===== src/rtl/lfsr_rng_pkg.sv =====
// Shared types and defaults for the LFSR random-number scheduler.
package lfsr_rng_pkg;

   typedef enum logic [1:0] {
      StGenRst = 2'd0,
      StWarm   = 2'd1,
      StServe  = 2'd2,
      StLoad   = 2'd3
   } state_e;

   localparam int unsigned OutWDef     = 7;
   localparam int unsigned StateWDef   = 15;
   localparam logic [14:0] DefaultSeed = 15'h4A5B;

endpackage


===== src/rtl/rr_arbiter.sv =====
// Combinational round-robin pick: first set request at or after ptr_i, wrapping.
module rr_arbiter #(
   parameter int unsigned NUM_REQ = 4,
   parameter int unsigned IDX_W   = 2
) (
   input  logic [NUM_REQ-1:0] req_i,
   input  logic [IDX_W-1:0]   ptr_i,
   output logic [NUM_REQ-1:0] gnt_o,
   output logic [IDX_W-1:0]   idx_o,
   output logic               valid_o
);

   logic             found;
   logic [IDX_W-1:0] cand;

   always_comb begin
      gnt_o = '0;
      idx_o = '0;
      found = 1'b0;
      cand  = '0;
      for (int unsigned i = 0; i < NUM_REQ; i++) begin
         cand = IDX_W'((32'(ptr_i) + i) % NUM_REQ);
         if (!found && req_i[cand]) begin
            found       = 1'b1;
            gnt_o[cand] = 1'b1;
            idx_o       = cand;
         end
      end
   end

   assign valid_o = |req_i;

endmodule


===== src/rtl/lfsr_rng_sched.sv =====
// Shares one stochastic-rounding LFSR among NUM_REQ lanes: reset/warm-up, RR service, reseed.
// Optional grant counter output draw_cnt is enabled by defining RNG_STATS_EN.
module lfsr_rng_sched
   import lfsr_rng_pkg::*;
#(
   parameter int unsigned        NUM_REQ      = 4,
   parameter int unsigned        OUT_W        = OutWDef,
   parameter int unsigned        STATE_W      = StateWDef,
   parameter int unsigned        WARMUP       = 16,
   parameter logic [STATE_W-1:0] DEFAULT_SEED = STATE_W'(DefaultSeed)
) (
   input  logic               clk,
   input  logic               rst_n,
   input  logic [NUM_REQ-1:0] req,
   output logic [NUM_REQ-1:0] gnt,
   output logic               rnd_valid,
   output logic [OUT_W-1:0]   rnd_data,
   input  logic               reseed_req,
   input  logic [STATE_W-1:0] reseed_val,
   output logic               reseed_busy,
   output logic               lfsr_rst,
   output logic [STATE_W-1:0] lfsr_rst_val,
   output logic               lfsr_prog,
   output logic [STATE_W-1:0] lfsr_seed,
   output logic               lfsr_en,
   input  logic [OUT_W-1:0]   lfsr_out
`ifdef RNG_STATS_EN
   ,
   output logic [15:0]        draw_cnt
`endif
);

   localparam int unsigned IdxW = (NUM_REQ > 1) ? $clog2(NUM_REQ) : 1;

   state_e             state_q, state_d;
   logic [7:0]         warm_cnt_q, warm_cnt_d;
   logic [IdxW-1:0]    ptr_q, ptr_d;
   logic [NUM_REQ-1:0] gnt_q, gnt_d;
   logic               rnd_valid_q, rnd_valid_d;
   logic [OUT_W-1:0]   rnd_data_q, rnd_data_d;
   logic [STATE_W-1:0] lfsr_seed_q, lfsr_seed_d;

   logic [NUM_REQ-1:0] arb_gnt;
   logic [IdxW-1:0]    arb_idx;
   logic               arb_valid;
   logic               reseed_acc;
   logic               grant_go;

   rr_arbiter #(
      .NUM_REQ (NUM_REQ),
      .IDX_W   (IdxW)
   ) u_rr_arbiter (
      .req_i   (req),
      .ptr_i   (ptr_q),
      .gnt_o   (arb_gnt),
      .idx_o   (arb_idx),
      .valid_o (arb_valid)
   );

   // Reseed wins over any grant in the same cycle.
   assign reseed_acc = reseed_req && ((state_q == StServe) || (state_q == StWarm));
   assign grant_go   = (state_q == StServe) && arb_valid && !reseed_acc;

   always_ff @(posedge clk) begin
      if (!rst_n) begin
         state_q <= StGenRst;
      end else begin
         state_q <= state_d;
      end
   end

   always_comb begin
      state_d = state_q;
      unique case (state_q)
         StGenRst: state_d = StWarm;
         StWarm: begin
            if (reseed_acc) begin
               state_d = StLoad;
            end else if (warm_cnt_q == 8'(WARMUP - 1)) begin
               state_d = StServe;
            end
         end
         StServe: begin
            if (reseed_acc) begin
               state_d = StLoad;
            end
         end
         StLoad:  state_d = StWarm;
         default: state_d = StGenRst;
      endcase
   end

   always_comb begin
      lfsr_rst    = (state_q == StGenRst);
      lfsr_prog   = (state_q == StLoad);
      lfsr_en     = ((state_q == StWarm) && !reseed_acc) || grant_go;
      reseed_busy = (state_q != StServe);
   end

   always_comb begin
      warm_cnt_d  = ((state_q == StWarm) && !reseed_acc) ? warm_cnt_q + 8'd1 : 8'd0;
      gnt_d       = grant_go ? arb_gnt : '0;
      rnd_valid_d = grant_go;
      rnd_data_d  = grant_go ? lfsr_out : rnd_data_q;
      ptr_d       = ptr_q;
      if (grant_go) begin
         ptr_d = (arb_idx == IdxW'(NUM_REQ - 1)) ? '0 : arb_idx + IdxW'(1);
      end
      lfsr_seed_d = lfsr_seed_q;
      // An all-zero state would lock the LFSR, so substitute the default seed.
      if (reseed_acc) begin
         lfsr_seed_d = (reseed_val == '0) ? DEFAULT_SEED : reseed_val;
      end
   end

   always_ff @(posedge clk) begin
      if (!rst_n) begin
         warm_cnt_q  <= 8'd0;
         ptr_q       <= '0;
         gnt_q       <= '0;
         rnd_valid_q <= 1'b0;
         rnd_data_q  <= '0;
         lfsr_seed_q <= DEFAULT_SEED;
      end else begin
         warm_cnt_q  <= warm_cnt_d;
         ptr_q       <= ptr_d;
         gnt_q       <= gnt_d;
         rnd_valid_q <= rnd_valid_d;
         rnd_data_q  <= rnd_data_d;
         lfsr_seed_q <= lfsr_seed_d;
      end
   end

   assign gnt          = gnt_q;
   assign rnd_valid    = rnd_valid_q;
   assign rnd_data     = rnd_data_q;
   assign lfsr_seed    = lfsr_seed_q;
   assign lfsr_rst_val = DEFAULT_SEED;

`ifdef RNG_STATS_EN
   logic [15:0] draw_cnt_q, draw_cnt_d;

   always_comb begin
      draw_cnt_d = draw_cnt_q;
      if (grant_go && (draw_cnt_q != 16'hFFFF)) begin
         draw_cnt_d = draw_cnt_q + 16'd1;
      end
   end

   always_ff @(posedge clk) begin
      if (!rst_n) begin
         draw_cnt_q <= 16'd0;
      end else begin
         draw_cnt_q <= draw_cnt_d;
      end
   end

   assign draw_cnt = draw_cnt_q;
`endif

endmodule


===== config.mk =====
export PLATFORM = sky130hd
export DESIGN_NAME = lfsr_rng_sched
export DESIGN_NICKNAME = d
export VERILOG_FILES = /design/src/rtl/lfsr_rng_pkg.sv /design/src/rtl/rr_arbiter.sv /design/src/rtl/lfsr_rng_sched.sv
export SDC_FILE = /design/constraint.sdc
export NUM_CORES = 1
export LEC_CHECK = 0
export CORE_MARGIN = 2
export CORE_UTILIZATION = 60
export CTS_CLUSTER_DIAMETER = 60
export DETAILED_ROUTE_END_ITERATION = 10
export DONT_BUFFER_PORTS = 1
export PLACE_DENSITY = 0.76
export SETUP_SLACK_MARGIN = 0.05
export SYNTH_ARGS = -nofsm -noshare
export SYNTH_HDL_FRONTEND = slang
export SYNTH_SLANG_ARGS = --single-unit

===== constraint.sdc =====
create_clock -name clk -period 6.02 [get_ports clk]
set_input_delay 0.602 -clock clk [delete_from_list [all_inputs] [get_ports clk]]
set_output_delay 0.602 -clock clk [all_outputs]
set_load 0.1 [all_outputs]

* Word-level counts from Yosys, hierarchy flattened *
Cells that the tools add are included.

word-level totals
  register bits after elaboration = 39
  logic and storage cells = 88

operators by class
  $add $sub $neg = 5
  order comparisons = 8
  equality and inequality tests = 8
  muxes and demuxes = 33
  bitwise gates (word level) = 3
  reductions and logical operators = 24

operators with widths
  kind                                                                           number
  2-bit two-way mux                                                              8
  4-bit two-way mux                                                              4
  15-bit logical NOT                                                             1
  15-bit two-way mux                                                             1
  2-bit by 3-bit less-than comparator with 1-bit output (second input constant)  4
  4-bit OR                                                                       3
  1-bit logical AND                                                              11
  1-bit two-way mux                                                              11
  8-bit by 1-bit adder with 8-bit output (second input constant)                 1
  1-bit binary-select mux with 2-bit select                                      4
  1-bit demux with 2-bit select                                                  4
  8-bit by 4-bit equality test with 1-bit output (second input constant)         1
  2-bit by 1-bit >= comparator with 1-bit output (second input constant)         4
  2-bit equality test (second input constant)                                    3
  2-bit case mux with 3 select lines                                             1
  2-bit AND reduction                                                            3
  2-bit by 1-bit adder with 2-bit output (second input constant)                 2
  2-bit adder (second input constant)                                            2
  1-bit logical NOT                                                              4
  2-bit != test (second input constant)                                          2
  4-bit OR reduction                                                             1
  3-bit by 2-bit != test with 1-bit output (second input constant)               1
  2-bit by 1-bit equality test with 1-bit output (second input constant)         1
  2-bit logical NOT                                                              1
  2 further kinds                                                                3

* Longest topological paths before layout *
  depth after elaboration = 14
  mapped depth = 10

* By module *
A second synthesis with hierarchy kept.

second synthesis, totals
  cells, all modules = 229
  area, all modules = 2074.5 sq um

by module, submodules not included
  module          times used  cells each  area an instance (sq um)
  lfsr_rng_sched  1           182         1647.8
  rr_arbiter      1           47          426.7

* Worst setup path before layout *
No wires, ideal clock.

  kind = register to output
  start = reg state_q[0]
  end = out lfsr_en
  arrival time = 3375 ps
  required time = 5418 ps
  path slack = 2043 ps
  cell stages (with the launch flop) = 7
  buffers on the path = 2
  cells stage by stage = dfxtp_1 > inv_1 > ha_1 > and2_1 > clkbuf_1 > clkbuf_1 > o21ai_0

on the way
  word-level cells in the longest chain between the ends = 6
  elaborated cells between the ends (all ways) = 9
  classes of those cells = eq/ne (2); reduce/logical (7)

RTL lines
  what                                                                                          RTL line                                                          RTL
  start: declaration                                                                            lfsr_rng_sched.sv:35                                              state_e state_q, state_d;
  start signal: assignment                                                                      lfsr_rng_sched.sv:66                                              state_q <= StGenRst;
  start signal: assignment                                                                      lfsr_rng_sched.sv:68                                              state_q <= state_d;
  2-bit equality test / 2-bit by 1-bit equality test with 1-bit output (equally long branches)  lfsr_rng_sched.sv:61, lfsr_rng_sched.sv:62, lfsr_rng_sched.sv:96
  1-bit logical OR                                                                              lfsr_rng_sched.sv:61                                              assign reseed_acc = reseed_req && ((state_q == StServe) || (state_q == StWarm));
  1-bit logical AND                                                                             lfsr_rng_sched.sv:61
  1-bit logical NOT                                                                             lfsr_rng_sched.sv:62, lfsr_rng_sched.sv:96
  1-bit logical AND, on equally long branches                                                   lfsr_rng_sched.sv:96, lfsr_rng_sched.sv:62
  1-bit logical OR *                                                                            lfsr_rng_sched.sv:96                                              lfsr_en = ((state_q == StWarm) && !reseed_acc) || grant_go;
  end: declaration                                                                              lfsr_rng_sched.sv:25                                              output logic lfsr_en,

Every way passes the cells marked *; elsewhere a longest branch is shown, timed or not.

* Final worst setup path *
Same ends and word-level chain as after synthesis.

==> metrics.log <==
[metrics] sequential cell area fraction in the yosys report: 0.380
[metrics] Worst Skew: 0.0115 ns
[metrics] DP HPWL: around 2700 microns
[metrics] number of synthesized flops with an enable pin: 0
[metrics] die area: 3910 sq um
[metrics] utilization after layout: 0.618
[metrics] synthesized instance count: roughly 240
[metrics] startpoint of the worst register-to-register path: ptr_q[0]
[metrics] Fill cells: 303
[metrics] Area growth, synth to finish: -0.426%
[metrics] transition time at the pin with the least slew margin: 1.11 ns
[metrics] Post CTS Setup Buffer Count: 0
[metrics] maxcap violations: 0
[metrics] effective utilization at floorplan: 0.621
[metrics] post-route standard cell area excluding fillers: between 2000 and 2500 sq um
[metrics] number of clock buffers inserted by TritonCTS: 5
[metrics] number of hold buffers added after cts: 0
[metrics] most frequent cells after synthesis: sky130_fd_sc_hd__nand2_1 (43), sky130_fd_sc_hd__dfxtp_1 (39), sky130_fd_sc_hd__a21oi_1 (20)
[metrics] final-layout setup total negative slack: 0 ns
[metrics] classification of the worst-slack hold path: primary input to flop
[metrics] synth unique cells: 44
[metrics] unrepaired setup endpoints after global routing: false
[metrics] Port Buf Inserts: 0
[metrics] worst hold start: rst_n
[metrics] root buffer cell: sky130_fd_sc_hd__clkbuf_4
[metrics] Total Wirelength: ~3800 microns
[metrics] wire length of the first global-routing pass: about 6500 microns
[metrics] launching element of the worst setup path: state_q[0]
[metrics] Max Buffers Root-to-Sink: 2
[metrics] Seq. cell area: 781 sq um
[metrics] footprint of the multi-input gates: 1120 sq um
[metrics] Top FF cell, synth: sky130_fd_sc_hd__dfxtp_1
[metrics] PwrDens: 516 nW/um^2
[metrics] share of final-layout standard cells stronger than drive strength 1: 0.0862
[metrics] maximum ir drop on the vdd rail: 0.246 mV
[metrics] GRT Residual Overflow: 0
[metrics] portion of synthesized cell area occupied by the leading cell type: 0.380
[metrics] via count: 1,584
[metrics] kind of launch point of the worst setup path: flop
[metrics] synthesized area per cell: 8.63 sq um
[metrics] Core Region: ~3300 sq um
[metrics] pin count of the biggest net entering global routing: 18
[metrics] P_leak: a little under 0.8 nW
[metrics] WL/cell: 13.6 microns
[metrics] Reg2Reg Depth: 6
[metrics] initial DRC count: about 110
[metrics] total design power: 1.06 mW
[metrics] Via density: 5.70
[metrics] post-cts resize count: 0
[metrics] layout net count: 272
[metrics] global router's overall resource usage: 0.205
[metrics] clock tree sinks: 39
[metrics] most used standard cell by instance count after synthesis: sky130_fd_sc_hd__nand2_1
[metrics] share of the clock period used by the worst path: 0.511
[metrics] vertical extent of the die: 62.5 microns
[metrics] Final Max Tran Viols: 0
[metrics] run status: completed
[metrics] relative slew slack: 0.258
[metrics] I/O pin total: 75
[metrics] insertion delay of the later-clocked pin in the worst-skew pair: roughly 0.34 ns
[metrics] post-synthesis sequential element count: 39
[metrics] Max Fclk: ~0.33 GHz
[metrics] clock transition at the register clock pins on the worst setup and hold paths after CTS: between 0.1 and 0.15 ns
[metrics] cell area after synthesis: about 2000 sq um
[metrics] CTS H-tree depth: 2
[metrics] number of standard-cell rows in the floorplan: 21
[metrics] type of element capturing the critical path: output pin
[metrics] total inserted antenna cells: 0
[metrics] final setup vio count: 0
[metrics] total number of yosys warnings: 0
[metrics] terminus of the critical flop-to-flop path: ptr_q[1]
[metrics] data required time of the worst path: 5.42 ns
[metrics] horizontal die dimension: ~63 microns
[metrics] Remaining DRCs: 0
[metrics] post-route minimum period: between 3 and 4 ns
[metrics] post-synthesis cell type with the largest combined area: sky130_fd_sc_hd__dfxtp_1
[metrics] leading post-synthesis cells by cell area: sky130_fd_sc_hd__dfxtp_1 (38%), sky130_fd_sc_hd__nand2_1 (7.9%), sky130_fd_sc_hd__ha_1 (7.3%)
[metrics] setup slack on the worst flop-to-flop path: ~3.0 ns
[metrics] highest net fanout along the worst path: 16
[metrics] CTS tree: done
[metrics] worst hold path cell count: 1
[metrics] hold endpoint: lfsr_seed[11]
[metrics] placed instance area: 2000 sq um
[metrics] count of endpoints failing hold in the final timing report: 0
[metrics] fraction of synthesis flops using an asynchronous set or reset pin: 0
[metrics] antenna violations before repair: 0
[metrics] first drt pass iteration count: 4
[metrics] crit path kind: flop to output pin
[metrics] post-route ant nets: 0
[metrics] worst path arrival time: approximately 2.5 ns
[metrics] via count of the first global-routing pass: roughly 1,400
[metrics] final estimated routing congestion in global placement: ~0.78
[cells in the final DEF, fill, tap and decap left out, types with 2 or more instances in the layout]
| cell type | Yosys | final |
|---|---|---|
| sky130_fd_sc_hd__a22oi_1 | 8 | 8 |
| sky130_fd_sc_hd__inv_1 | 9 | 9 |
| sky130_fd_sc_hd__o22ai_1 | 9 | 9 |
| sky130_fd_sc_hd__dfxtp_1 | 39 | 39 |
| sky130_fd_sc_hd__mux2_2 | 2 | 2 |
| sky130_fd_sc_hd__nand3_1 | 6 | 6 |
| sky130_fd_sc_hd__clkbuf_1 | 8 | 2 |
| sky130_fd_sc_hd__nor4_1 | 4 | 4 |
| sky130_fd_sc_hd__clkbuf_4 | 0 | 5 |
| sky130_fd_sc_hd__mux2i_1 | 2 | 2 |
| sky130_fd_sc_hd__o21ai_0 | 4 | 3 |
| sky130_fd_sc_hd__nand2_1 | 43 | 43 |
| sky130_fd_sc_hd__and3_1 | 2 | 2 |
| sky130_fd_sc_hd__xnor2_1 | 4 | 4 |
| sky130_fd_sc_hd__xor2_1 | 2 | 2 |
| sky130_fd_sc_hd__or2_2 | 5 | 5 |
| sky130_fd_sc_hd__nor2_1 | 13 | 13 |
| sky130_fd_sc_hd__a21oi_1 | 20 | 20 |
| sky130_fd_sc_hd__conb_1 | 2 | 15 |
| sky130_fd_sc_hd__mux4_2 | 3 | 3 |
| sky130_fd_sc_hd__ha_1 | 12 | 12 |
| sky130_fd_sc_hd__nor3_1 | 3 | 3 |
[cell families after synthesis]
kind of cell,after synthesis,synth area share
simple gates,84,0.191
buf+inv,37,0.100
xor+xnor,6,0.0256
mux,8,0.0664
other cells,2,0.00366
flops,39,0.380
fa+ha+maj,12,0.0731
compound gates,50,0.160
[layer usage]
layer | share of wire | track usage
met1 | 0.47 | 0.268
met5 | 0 | 0
met2 | 0.43 | 0.297
met4 | 0.0032 | 0.0833
met3 | 0.096 | 0.0865
[worst max path at each step]
stage               end  cells past startpoint  slack, ns
5_1_grt        ptr_q[1]                      7       2.70
3_3_place_gp   ptr_q[1]                      6       3.09
2_1_floorplan   lfsr_en                      6       2.04
3_5_place_dp   ptr_q[1]                      6       2.99
6_report        lfsr_en                      4       2.94
4_1_cts         lfsr_en                      4       2.93
[worst max-delay path, cell delays in order, from the launching register on]
cell and delay [ns]:
sky130_fd_sc_hd__dfxtp_1 0.43, sky130_fd_sc_hd__inv_1 0.09, sky130_fd_sc_hd__ha_1 0.34, sky130_fd_sc_hd__and2_1 0.33
sky130_fd_sc_hd__o21ai_2 0.93
[cell type report]
cell class / instances / share of cell area
inverter: 10 / 0.0183
multi-input combinational: 175 / 0.547
tap: 46 / 0.0281
sequential: 39 / 0.382
clock buffer: 7 / 0.0220
clock inverter: 1 / 0.00245
[power by group]
| group | total (mW) | internal [mW] | switching [mW] |
|---|---|---|---|
| Clock | 0.126 | 0.0456 | 0.0801 |
| Combinational | 0.365 | 0.102 | 0.264 |
| Sequential | 0.564 | 0.299 | 0.265 |
[registers in the layout (all words and copies together), names as in the netlist]
name        count
lfsr_seed      15
ptr_q           2
warm_cnt_q      8
gnt             4
rnd_valid       1
rnd_data        7
state_q         2
[metrics by stage]
| stage | cells | setup WS [ns] | hold WS (ns) |
|---|---|---|---|
| 2_1_floorplan | 251 | 2.04 | 0.418 |
| 3_3_place_gp | 270 | 3.09 | 0.431 |
| 3_5_place_dp | 270 | 2.99 | 0.445 |
| 4_1_cts | 278 | 2.93 | 0.305 |
| 5_1_grt | 278 | 2.70 | 0.292 |
| 6_report | 278 | 2.94 | 0.317 |
Power figures use the tool's default switching activity.
